--- config.mk ---
export PLATFORM = sky130hd
export DESIGN_NAME = serial_subtractor
export DESIGN_NICKNAME = d
export VERILOG_FILES = /design/src/rtl/serial_subtractor.sv
export SDC_FILE = /design/constraint.sdc
export NUM_CORES = 1
export LEC_CHECK = 0
export ABC_CLOCK_PERIOD_IN_PS = 3600
export BUFFER_PORTS_ARGS = -buffer_cell sky130_fd_sc_hd__buf_2
export CAP_MARGIN = 20
export CORE_MARGIN = 2
export CORE_UTILIZATION = 58
export DETAILED_ROUTE_END_ITERATION = 8
export PLACE_DENSITY = 0.82
export SYNTH_ARGS = -nofsm -noshare
export SYNTH_HDL_FRONTEND = slang
export SYNTH_SLANG_ARGS = --single-unit
--- constraint.sdc ---
create_clock -name clk -period 3.6 [get_ports clk]
set_input_delay 0.36 -clock clk [delete_from_list [all_inputs] [get_ports clk]]
set_output_delay 0.36 -clock clk [all_outputs]
set_load 0.01 [all_outputs]
--- src/rtl/serial_subtractor.sv ---
// rtl/serial_subtractor.sv - bit-serial unsigned subtractor, LSB first, one bit per clock
// Produces diff = a - b (mod 2^WIDTH) and borrow_out = (a < b) after WIDTH bit-edges.
module serial_subtractor #(
   parameter int WIDTH = 8
) (
   input  logic             clk,
   input  logic             rst,
   input  logic             start,
   input  logic [WIDTH-1:0] a,
   input  logic [WIDTH-1:0] b,
   output logic             busy,
   output logic             done,
   output logic [WIDTH-1:0] diff,
   output logic             borrow_out
);

   localparam int CW = (WIDTH <= 2) ? 1 : $clog2(WIDTH);

   typedef enum logic [1:0] {
      S_IDLE = 2'd0,
      S_RUN  = 2'd1,
      S_DONE = 2'd2
   } state_t;

   state_t           r_state;
   state_t           w_next;
   logic [WIDTH-1:0] r_a;
   logic [WIDTH-1:0] r_b;
   logic [WIDTH-2:0] r_res;
   logic [WIDTH-1:0] r_diff;
   logic             r_borrow;
   logic             r_bw;
   logic [CW-1:0]    r_cnt;

   logic             w_ai;
   logic             w_bi;
   logic             w_d;
   logic             w_bw_next;
   logic             w_last;
   logic [WIDTH-1:0] w_shift;

   // Two cascaded half-subtractors: a_i - b_i, then minus the incoming borrow.
   assign w_ai      = r_a[0];
   assign w_bi      = r_b[0];
   assign w_d       = w_ai ^ w_bi ^ r_bw;
   assign w_bw_next = (~w_ai & w_bi) | (~(w_ai ^ w_bi) & r_bw);
   assign w_last    = (r_cnt == CW'(WIDTH - 1));
   assign w_shift   = {w_d, r_res};

   always_comb begin
      w_next = r_state;
      case (r_state)
         S_IDLE:  if (start) w_next = S_RUN;
         S_RUN:   if (w_last) w_next = S_DONE;
         S_DONE:  w_next = S_IDLE;
         default: w_next = S_IDLE;
      endcase
   end

   always_ff @(posedge clk) begin
      if (rst) r_state <= S_IDLE;
      else     r_state <= w_next;
   end

   // Partial result is kept apart from diff so the published result stays stable during RUN.
   always_ff @(posedge clk) begin
      if (rst) begin
         r_a      <= '0;
         r_b      <= '0;
         r_res    <= '0;
         r_diff   <= '0;
         r_borrow <= 1'b0;
         r_bw     <= 1'b0;
         r_cnt    <= '0;
      end else begin
         case (r_state)
            S_IDLE: begin
               if (start) begin
                  r_a   <= a;
                  r_b   <= b;
                  r_bw  <= 1'b0;
                  r_cnt <= '0;
               end
            end
            S_RUN: begin
               r_a   <= r_a >> 1;
               r_b   <= r_b >> 1;
               r_bw  <= w_bw_next;
               r_res <= w_shift[WIDTH-1:1];
               r_cnt <= r_cnt + 1'b1;
               if (w_last) begin
                  r_diff   <= w_shift;
                  r_borrow <= w_bw_next;
               end
            end
            default: ;
         endcase
      end
   end

   assign busy       = (r_state != S_IDLE);
   assign done       = (r_state == S_DONE);
   assign diff       = r_diff;
   assign borrow_out = r_borrow;

endmodule
# Word level (Yosys, flattened, before mapping)
# Cells that the tools add are included.
[totals]
out_inout_bits = 11
elab_cells = 38
ff_bits = 38
in_bits = 19
[classes]
n_eq_ne = 5
reduce_logical = 6
muxes = 11
addsub = 1
n_bitwise = 7
[ops]
columns = ["operator", "count"]
rows = [
  ["8-bit one-hot mux with 2 select lines", 2],
  ["8-bit 2-to-1 mux", 2],
  ["3-bit one-hot mux with 2 select lines", 1],
  ["2-bit AND reduction", 3],
  ["2-bit 2-to-1 mux", 2],
  ["2-bit inequality test (second input constant)", 2],
  ["2-bit one-hot mux with 2 select lines", 1],
  ["2-bit nonzero test", 2],
  ["3-bit by 1-bit adder with 3-bit output (second input constant)", 1],
  ["3-bit equality test (second input constant)", 1],
  ["3-bit 2-to-1 mux", 1],
  ["1-bit bitwise AND", 2],
  ["2-bit by 1-bit equality test with 1-bit output (second input constant)", 1],
  ["2-bit equality test (second input constant)", 1],
  ["2-bit logical NOT", 1],
  ["1-bit NOT", 2],
  ["1-bit one-hot mux with 2 select lines", 1],
  ["1-bit bitwise XOR", 2],
  ["1-bit 2-to-1 mux", 1],
  ["1-bit OR", 1],
]

# Longest topological paths before layout
# Gate-level depths: netlist of run 1.
[depth]
word_depth = 5
ltp_mapped = 6
mapped_depth_nobuf = 5

# Least setup slack after synthesis of run 1
# No wires, ideal clock.
[synth_timing]
path_type = "register to register"
start = "reg r_cnt[0]"
end = "reg r_diff[7] (netlist: diff[7])"
path_buffers = 1
synth_period_minus_slack_ps = 1206
path_stages_with_launch = 6
setup_ps = 71
arrival_ps = 1136
slack_ps = 2394
cell_sequence = "dfxtp_1 -> ha_1 -> ha_1 -> buf_1 -> nand3_1 -> a21oi_1"
[synth_between]
elab_chain_cells = 2
[synth_lines]
columns = ["element", "line_no", "source"]
rows = [
  ["start: declaration", "33", "logic [CW-1:0] r_cnt;"],
  ["start signal: assignment", "90", "r_cnt <= r_cnt + 1'b1;"],
  ["3-bit equality test", "47", "assign w_last = (r_cnt == CW'(WIDTH - 1));"],
  ["2-bit AND reduction (no line)", "--", ""],
  ["end signal: assignment", "92", "r_diff <= w_shift;"],
  ["end: declaration", "30", "logic [WIDTH-1:0] r_diff;"],
]
# Every way passes these cells.
# A chain may end at the register's enable or synchronous reset.

# Worst setup path after layout of run 1
[layout_timing]
start = "reg r_state[0]"
end = "reg r_borrow (netlist: borrow_out)"
[layout_between]
elab_chain_cells = 2
[layout_lines]
columns = ["element", "line_no", "source"]
rows = [
  ["start: declaration", "25", "state_t r_state;"],
  ["start signal: assignment", "62", "else r_state <= w_next;"],
  ["2-bit by 1-bit equality test with 1-bit output", "76", "case (r_state)"],
  ["2-bit AND reduction (no line)", "--", ""],
  ["end signal: assignment", "93", "r_borrow <= w_bw_next;"],
  ["end: declaration", "31", "logic r_borrow;"],
]
# Every way passes these cells.

==> flow_summary_export.csv, run 1 <==
group,metric,value,unit
global_routing,grt-ovfl-total,0,
yosys,yosys.area_share.adder,0.02806,
detailed_routing,vias_per_cell,5.471,
detailed_routing,dr_total_vias,1231,
detailed_routing,drcViolationCount,0,
yosys,synth.top_cells.by_count,"dfxtp_1 (38), nand2_1 (23), a21oi_1 (19)",
floorplan,rows,19,
yosys,yosysWarningCount,0,
cells_and_area,n_antenna_cell,0,
yosys,synthMuxAreaShare,0.006235,
power_and_ir_drop,ir_drop,396.2,uV
detailed_routing,initialDrtViolationCount,34,
placement,gp_congestion,0.7324,
global_routing,grt_pass1_vias,1093,
floorplan,fp.coreArea,2686,um^2
sta,finalSetupViolations,0,
cts,postCtsSetupBuffers,0,
setup_path,cp.required,3.86,ns
placement,pre_cts_ws,1.825,ns
floorplan,dieArea,3205,um^2
setup_path,crit_type,"flop to flop",
cts,cts_sinks,38,
floorplan,ios,30,
setup_path,crit_arrival,2.05,ns
setup_path,critPathTopFamily,"simple AND/OR/NAND/NOR gates",
sta,hold_viol,0,
yosys,ys_types,28,
global_routing,grt_max_degree,39,
floorplan,start_util,0.5976,
placement,port_buffers,29,
yosys,synth_fp_nets,192,
floorplan,die_w,56.61,um
cts,cts_made_buffers,5,
run_status,status,"finished clean",
cts,htree_levels,2,
sta,worst_slew_pin_slew,0.8819,ns
power_and_ir_drop,fin_total_pwr,768.9,uW
detailed_routing,first_pass_iters,4,
yosys,syn_inst,170,
yosys,synthFlopType,"dfxtp_1",
setup_path,timing.critical_path.buf_inv,0,
placement,hpwl,1.867,mm
cells_and_area,final_nets,215,
sta,timing.fmax,0.5572,GHz
cts,clkTransAtPathRegs,0.11,ns
yosys,synthArstFlopShare,0,
cells_and_area,nFillCells,233,
cells_and_area,syn_to_final_growth,9.041,%
global_routing,antenna_found_initial,0,
min_path,holdPathStages,3,
detailed_routing,wl_per_cell,12.42,um
setup_path,crit_path_end_kind,"flop",
floorplan,die_y,56.61,um
cts,cts_tree,"yes",
yosys,synth_top_area_frac,0.4739,
power_and_ir_drop,p_per_area,439.3,nW/um^2
yosys,yosys.area.top_type,"dfxtp_1",
min_path,hp-class,"input pin to flop",
global_routing,grt_pass1_wl,4.643,mm
cts,clk_latency,0.34,ns
global_routing,grt_util_all_layers,0.1846,
cells_and_area,multi_input_area,678.2,um^2
setup_path,crit_chain,"nor2b_4, a21oi_1, a311oi_2",
yosys,synth_edf_count,0,
cts,clockRootBuffer,"clkbuf_4",
setup_path,crit_fanout,34,
setup_path,crit_path_max_incr_delay,0.78,ns
yosys,synth_compound_area_frac,0.2603,
sta,period_needed,1.795,ns
sta,drv_slew,0,
yosys,syn_area,1605,um^2
cells_and_area,layout-drive-gt1-share,0.2784,
detailed_routing,ant_nets,0,
yosys,yosys.area_share.simple,0.1278,
sta,rsz0062_at_grt,"no",
yosys,synth_top_family_by_area,"compound AO/OA/AOI/OAI gates",
power_and_ir_drop,power.leakage,0.0006938,uW
setup_path,crit_cells,3,
yosys,synth-seq-area-share,0.4739,
cells_and_area,seq_area,760.7,um^2
sta,layout_setup_ws,1.805,ns
yosys,synth_area_per_cell,9.443,um^2
sta,period_share,0.4985,
setup_path,crit_path_top_delay_cell,"nor2b_4",
setup_path,start_kind,"flop",
run,cap_violations,0,
sta,relSlewSlack,0.4099,
setup_path,reg2reg_depth,3,
cts,cts_resized,0,
detailed_routing,totalWireLength,2.795,mm
sta,fin_worst_skew,0.005945,ns
yosys,synthXorXnorAreaFrac,0,
sta,tns,0,ns
cts,cts_hold_buf,0,
yosys,synth_top_cells_by_area,"dfxtp_1 (47%), o221a_1 (7.0%), a21oi_2 (6.0%)",
yosys,ys_seq_elements,38,
cts,clockBufferDepth,2,
yosys,yosysMostFrequentCell,"dfxtp_1",
worst paths after layout:
| check | to | start | slack (ns) |
|---|---|---|---|
| setup / recovery | borrow_out$_SDFFE_PP0P_ | r_state[0]$_SDFFE_PP0P_ | 1.81 |
| hold / removal | r_a[7]$_SDFFE_PP0P_ | a[7] | 0.27 |
| setup reg to reg | borrow_out$_SDFFE_PP0P_ | r_state[0]$_SDFFE_PP0P_ | 1.81 |
| hold reg to reg | diff[3]$_SDFFE_PP0P_ | diff[3]$_SDFFE_PP0P_ | 0.46 |
cell families after synthesis:
| group | after synthesis |
|---|---|
| compound gates | 52 |
| simple gates | 46 |
| flops | 38 |
| buf+inv | 30 |
| fa+ha+maj | 3 |
| mux | 1 |
per-layer routing:
layer,GRT usage,wire (um)
met5,0,0
met4,0.08163,38
met3,0.04839,118
met2,0.2807,1233
met1,0.2463,1403
sequential cells by signal (all words and copies together), names as in the netlist:
register and cells:
r_cnt 3, diff 8, r_b 8, r_bw 1, borrow_out 1, r_res 7, r_state 2, r_a 8
cell usage in the layout, fill, tap and decap left out, drive strengths merged, types with 2 or more instances in the layout:
master	netlist	layout
dfxtp	38	38
a21oi	30	30
buf	11	29
nand2	23	23
inv	17	17
o221a	14	14
nor2	10	10
nand3	8	8
clkbuf	2	6
a22oi	4	4
ha	2	2
nor2b	2	2
worst reg2reg max path, stage by stage (launching register included):
cell	delay (ns)
dfxtp_1	0.49
nor2b_4	0.78
a21oi_1	0.19
a311oi_2	0.25
metrics by stage:
| step | util | area (um^2) | hold WS [ns] | instances |
|---|---|---|---|---|
| after floorplan | - | 1605 | 0.4366 | 170 |
| after global placement | 0.6279 | 1687 | 0.4404 | 217 |
| after detailed placement | 0.6279 | 1687 | 0.4453 | 217 |
| after CTS | 0.6516 | 1750 | 0.2706 | 225 |
| after global routing | 0.6516 | 1750 | 0.2723 | 225 |
| final | 0.6516 | 1750 | 0.2744 | 225 |
where the power goes:
group	internal (uW)	switching, uW	leakage [uW]
sequential	439	12.3	0.000311
clock	93.9	140	0.0000343
combinational	36.5	47.2	0.000349
final cells by class:
cell class,instances,share of cell area
multi-input combinational,102,0.3874
clock buffer,6,0.02931
tap,31,0.02216
inverter,17,0.03645
timing repair buffer,29,0.08292
clock inverter,2,0.007148
sequential,38,0.4346
Note: power is estimated with default switching activity, not from simulation.
==> run 2: changes to the inputs <==
Settings changed: ABC_CLOCK_PERIOD_IN_PS 3600 to 1600, CORE_UTILIZATION 58 to 48, PLACE_DENSITY 0.82 to 0.72.
Clock period 3.6 ns to 1.6 ns, I/O delays scaled along.
==> run 2 against run 1 <==
- sequential share of layout area is 1.5 points lower
- sequential cell count stayed put
- worst hold slack worse by 0.21 ns
- utilization is 7.2 points lower
- die area is 19% higher
- routed wire length is 8.3% higher
- via count is 3.6% higher
- clock-buffer cell count is 1 higher
- critical path depth stayed put
- global-route usage is 0.26 points higher
- worst setup slack worse by 1.6 ns
==> flow_summary_export.csv, run 2 (synthesis gave the netlist of run 1 again) <==
group,metric,value,unit
setup_path,timing.critical_path.buf_inv,0,
floorplan,die_y,61.83,um
sta,rsz0062_at_grt,"no",
cts,cts_hold_buf,0,
cells_and_area,nFillCells,286,
placement,port_buffers,29,
sta,finalSetupViolations,0,
setup_path,crit_chain,"nor2_1, nand2_1, o221a_2",
setup_path,crit_type,"flop to flop",
cells_and_area,final_cell_mix,"dfxtp_1 (38), buf_2 (29), nand2_1 (23)",
sta,hold_viol,0,
cells_and_area,n_antenna_cell,0,
power_and_ir_drop,power.leakage,0.0007193,uW
setup_path,start_kind,"flop",
detailed_routing,totalWireLength,3.027,mm
power_and_ir_drop,p_seq_frac,0.607,
power_and_ir_drop,power.internal,1252,uW
cells_and_area,syn_to_final_growth,12.94,%
run_status,status,"finished clean",
power_and_ir_drop,clkPwrFrac,0.267,
floorplan,rows,20,
setup_path,crit_fanout,14,
sta,tns,0,ns
placement,hpwl,2.116,mm
min_path,hp-class,"input pin to flop",
global_routing,grt_pass1_vias,1198,
sta,timing.fmax,0.7074,GHz
power_and_ir_drop,p_switching,422.2,uW
cts,cts_made_buffers,5,
power_and_ir_drop,ir_drop,497.8,uV
floorplan,start_util,0.5132,
power_and_ir_drop,pwr-share-comb,0.126,
detailed_routing,drcViolationCount,0,
sta,drv_slew,0,
cts,clkTransAtPathRegs,0.10,ns
cts,clk_latency,0.34,ns
detailed_routing,vias_per_cell,5.269,
sta,period_share,0.8835,
floorplan,die_w,61.83,um
placement,place_area,1765,um^2
cells_and_area,final_nets,220,
setup_path,cp.required,1.84,ns
sta,period_needed,1.414,ns
cts,htree_levels,2,
floorplan,ios,30,
power_and_ir_drop,switching_share,0.2521,
cts,cts_sinks,38,
cells_and_area,utilization,0.5796,
sta,fin_worst_skew,0.004360,ns
cts,clockRootBuffer,"clkbuf_4",
sta,worst_slew_pin_slew,0.5813,ns
cts,cts_tree,"yes",
detailed_routing,ant_nets,0,
power_and_ir_drop,p_per_area,923.7,nW/um^2
cells_and_area,layout-drive-gt1-share,0.2879,
floorplan,fp.coreArea,3128,um^2
detailed_routing,first_pass_iters,4,
setup_path,crit_path_max_incr_delay,0.41,ns
setup_path,crit_arrival,1.65,ns
setup_path,critPathTopFamily,"simple AND/OR/NAND/NOR gates",
setup_path,crit_path_end_kind,"flop",
global_routing,grt_max_degree,39,
global_routing,grt-ovfl-total,0,
detailed_routing,dr_total_vias,1275,
cts,clockBufferDepth,2,
detailed_routing,initialDrtViolationCount,71,
floorplan,dieArea,3823,um^2
global_routing,grt_util_all_layers,0.1872,
cells_and_area,seq_area,760.7,um^2
run,cap_violations,0,
cells_and_area,fin_area,1813,um^2
global_routing,grt_pass1_wl,5.147,mm
cells_and_area,layout_commonest_cell,"dfxtp_1",
setup_path,crit_path_top_delay_cell,"dfxtp_1",
cells_and_area,multi_input_area,680.7,um^2
global_routing,antenna_found_initial,0,
sta,relSlewSlack,0.6120,
detailed_routing,wl_per_cell,12.51,um
placement,gp_congestion,0.7333,
==> run 2: changes by cell type in the layout (fill, tap and decap cells not counted), sizes merged <==
cell / before / now
buf: 29 / 34
clkbuf: 6 / 7
clkinvlp: 1 / 0
clkinv: 1 / 0
==> run 2: cell type report <==
class                      count  share of cell area
tap                           44             0.03037
clock buffer                   7             0.02484
timing repair buffer          34              0.1146
sequential                    38              0.4196
multi-input combinational    102              0.3754
inverter                      17             0.03520
==> run 2: tightest hold or removal path: cells and delay by family <==
kind,cells,cell delay (ns)
buffers and inverters,1,0.08
AOI/OAI and AO/OA,1,0.06
and+or+nand+nor,1,0.07
==> run 2: path summary, 6_finish.rpt <==
check                     startpoint                    to  slack (ns)  cells past startpoint
min reg2reg     diff[6]$_SDFFE_PP0P_  diff[6]$_SDFFE_PP0P_        0.46                      2
min                             a[7]   r_a[7]$_SDFFE_PP0P_        0.07                      3
max          r_state[1]$_SDFFE_PP0P_   r_b[0]$_SDFFE_PP0P_        0.19                      3
max reg2reg  r_state[1]$_SDFFE_PP0P_   r_b[0]$_SDFFE_PP0P_        0.19                      3
==> run 2: repair_timing <==
action,CTS,global route
resized for setup,1,0
buffers inserted,0,0
endpoints found under the setup margin,14,0
==> run 2: power by group through the flow <==
stage,Combinational (uW),Sequential [uW],Clock (uW)
floorplan,171,1030,0
global route,237,1020,506
global placement,203,1040,0
CTS,213,1020,468
detailed placement,212,1040,0
finish,211,1020,447
==> run 2: metal layers <==
| layer | global-route usage | part of all wire | up-vias |
|---|---|---|---|
| met5 | 0 | 0 | - |
| met4 | 0.06991 | 0.015 | 0 |
| met3 | 0.07039 | 0.043 | 6 |
| met2 | 0.3098 | 0.47 | 22 |
| met1 | 0.2211 | 0.47 | 601 |
| li1 | - | - | 646 |
==> run 2: metrics by stage <==
stage / hold WS (ns) / worst slack, ns / power, uW / cells
5_1_grt: 0.07604 / 0.01659 / 1767 / 242
6_report: 0.06657 / 0.1864 / 1675 / 242
3_5_place_dp: 0.4204 / -0.05521 / 1250 / 235
2_1_floorplan: 0.3208 / 0.3936 / 1199 / 170
3_3_place_gp: 0.4115 / 0.04107 / 1239 / 235
4_1_cts: 0.05330 / 0.1844 / 1698 / 242
==> run 3: changes to the inputs <==
==> constraint.sdc (replaced) <==
create_clock -name clk -period 1.6 [get_ports clk]
set_input_delay 0.08 -clock clk [delete_from_list [all_inputs] [get_ports clk]]
set_output_delay 0.08 -clock clk [all_outputs]
set_load 0.01 [all_outputs]
==> run 3 against run 2 <==
- final cell count rose by 4.1%
- sequential power about the same
- worst setup slack better by 0.011 ns
- sequential cell count is the same
- clock skew is 0.0044 ns higher
- routed wire length up 11%
- via count grew 3.6%
- clock power rose by 16%
- global-route usage up 1.8 points
- worst hold slack got worse by 0.060 ns
- die area unchanged
==> flow_summary_export.csv, run 3 (synthesis gave the netlist of run 1 again) <==
group,metric,value,unit
run_status,status,"finished clean",
placement,port_buffers,29,
global_routing,antenna_found_initial,0,
cells_and_area,seq_area,760.7,um^2
setup_path,crit_path_end_kind,"flop",
setup_path,critPathCapture,"r_b[0]$_SDFFE_PP0P_",
setup_path,reg2reg_depth,3,
sta,tns,0,ns
detailed_routing,dr_total_vias,1321,
detailed_routing,initialDrtViolationCount,78,
cts,clk_latency,0.35,ns
run,cap_violations,0,
detailed_routing,wl_per_cell,13.39,um
sta,rsz0062_at_grt,"no",
cells_and_area,syn_to_final_growth,19.49,%
power_and_ir_drop,pwr-share-comb,0.131,
cells_and_area,multi_input_area,680.7,um^2
detailed_routing,first_pass_iters,4,
cts,cts_tree,"yes",
sta,finalSetupViolations,0,
setup_path,reg2reg_from,"r_state[0]$_SDFFE_PP0P_",
power_and_ir_drop,p_switching,455.0,uW
global_routing,grt_max_degree,39,
cells_and_area,final_nets,229,
cts,clockRootBuffer,"clkbuf_4",
global_routing,grt_pass1_vias,1243,
cells_and_area,n_antenna_cell,0,
cts,cts_made_buffers,5,
global_routing,grt-ovfl-total,0,
sta,period_needed,1.402,ns
power_and_ir_drop,power.leakage,0.0007668,uW
cts,clockBufferDepth,2,
cells_and_area,layout_commonest_cell,"dfxtp_1",
detailed_routing,vias_per_cell,5.242,
floorplan,die_y,61.83,um
sta,worst_slew_pin_slew,0.5896,ns
power_and_ir_drop,p_per_area,922.6,nW/um^2
detailed_routing,drcViolationCount,0,
sta,relSlewSlack,0.6065,
floorplan,ios,30,
detailed_routing,totalWireLength,3.375,mm
power_and_ir_drop,ir_drop,526.8,uV
cts,cts_sinks,38,
setup_path,crit_type,"flop to flop",
cells_and_area,layout-drive-gt1-share,0.2837,
floorplan,rows,20,
setup_path,r2r_end,"r_b[0]$_SDFFE_PP0P_",
setup_path,crit_fanout,14,
sta,hold_viol,0,
sta,drv_slew,0,
global_routing,grt_pass1_wl,5.513,mm
placement,gp_congestion,0.7376,
cells_and_area,fin_cells,252,
placement,hpwl,2.318,mm
setup_path,cp-startpoint,"r_state[0]$_SDFFE_PP0P_",
cts,htree_levels,2,
cts,postCtsSetupBuffers,0,
setup_path,start_kind,"flop",
cells_and_area,nFillCells,292,
floorplan,fp.coreArea,3128,um^2
floorplan,die_w,61.83,um
floorplan,start_util,0.5132,
setup_path,rrSetupSlack,0.20,ns
power_and_ir_drop,clkPwrFrac,0.294,
placement,placed_cells,235,
power_and_ir_drop,p_seq_frac,0.576,
setup_path,cp.required,1.90,ns
power_and_ir_drop,power.internal,1315,uW
min_path,hp-class,"input pin to flop",
global_routing,grt_util_all_layers,0.2053,
setup_path,crit_arrival,1.70,ns
detailed_routing,ant_nets,0,
cells_and_area,final_cell_mix,"dfxtp_1 (38), buf_2 (29), nand2_1 (23)",
sta,timing.fmax,0.7131,GHz
power_and_ir_drop,switching_share,0.2571,
sta,holdWs,0.006311,ns
sta,fin_worst_skew,0.008775,ns
cts,clkTransAtPathRegs,0.11,ns
sta,period_share,0.8764,
floorplan,dieArea,3823,um^2
cells_and_area,utilization,0.6132,
==> run 3: changes by cell type in the layout (fill, tap and decap cells not counted), sizes merged <==
cell,previous run,this run
clkinv,0,1
dlygate4sd3,0,9
==> run 3: worst min path at each step <==
stage                     startpoint             endpoint  slack (ns)  cells past startpoint
after floorplan                 a[7]  r_a[7]$_SDFFE_PP0P_        0.24                      2
after global placement          a[7]  r_a[7]$_SDFFE_PP0P_        0.33                      3
after detailed placement        a[7]  r_a[7]$_SDFFE_PP0P_        0.34                      3
after CTS                       b[6]  r_b[6]$_SDFFE_PP0P_       0.001                      2
after global routing            b[6]  r_b[6]$_SDFFE_PP0P_       0.004                      2
final                           b[6]  r_b[6]$_SDFFE_PP0P_       0.006                      2
==> run 3: per-stage QoR <==
| step | cell area, um^2 | power (uW) | setup slack [ns] |
|---|---|---|---|
| floorplan | 1605 | 1199 | 0.3936 |
| global placement | 1765 | 1240 | 0.03880 |
| detailed placement | 1765 | 1253 | -0.04637 |
| CTS | 1918 | 1784 | 0.1896 |
| global route | 1918 | 1847 | 0.05720 |
| finish | 1918 | 1770 | 0.1977 |
==> run 3: layer usage <==
metal	wire length (um)	GRT usage
met1	1488	0.2384
met2	1688	0.3519
met3	136	0.05176
met4	61	0.1003
met5	0	0
==> run 3: timing repair <==
action / CTS / global route
endpoints found under the setup margin: 14 / 0
gates resized for setup: 1 / 0
endpoints found under the hold margin: 9 / 0
hold buffers: 9 / 0
==> run 3: power by group through the flow <==
stage	Sequential [uW]	Combinational, uW	Clock (uW)
after floorplan	1030	171	0
after global routing	1020	256	566
after detailed placement	1040	215	0
final	1020	231	520
after global placement	1040	203	0
after CTS	1020	232	535
==> run 3: layout make-up <==
type                       instances  area share
sequential                        38      0.3966
multi-input combinational        102      0.3549
timing repair buffer              43      0.1553
inverter                          17     0.03327
clock buffer                       7     0.02870
tap                               44     0.02870
clock inverter                     1    0.002609
==> run 3: critical path, stage by stage (launching register included) <==
cell,delay (ns)
dfxtp_1,0.48
nor2_1,0.10
nor2_2,0.47
o221a_2,0.31
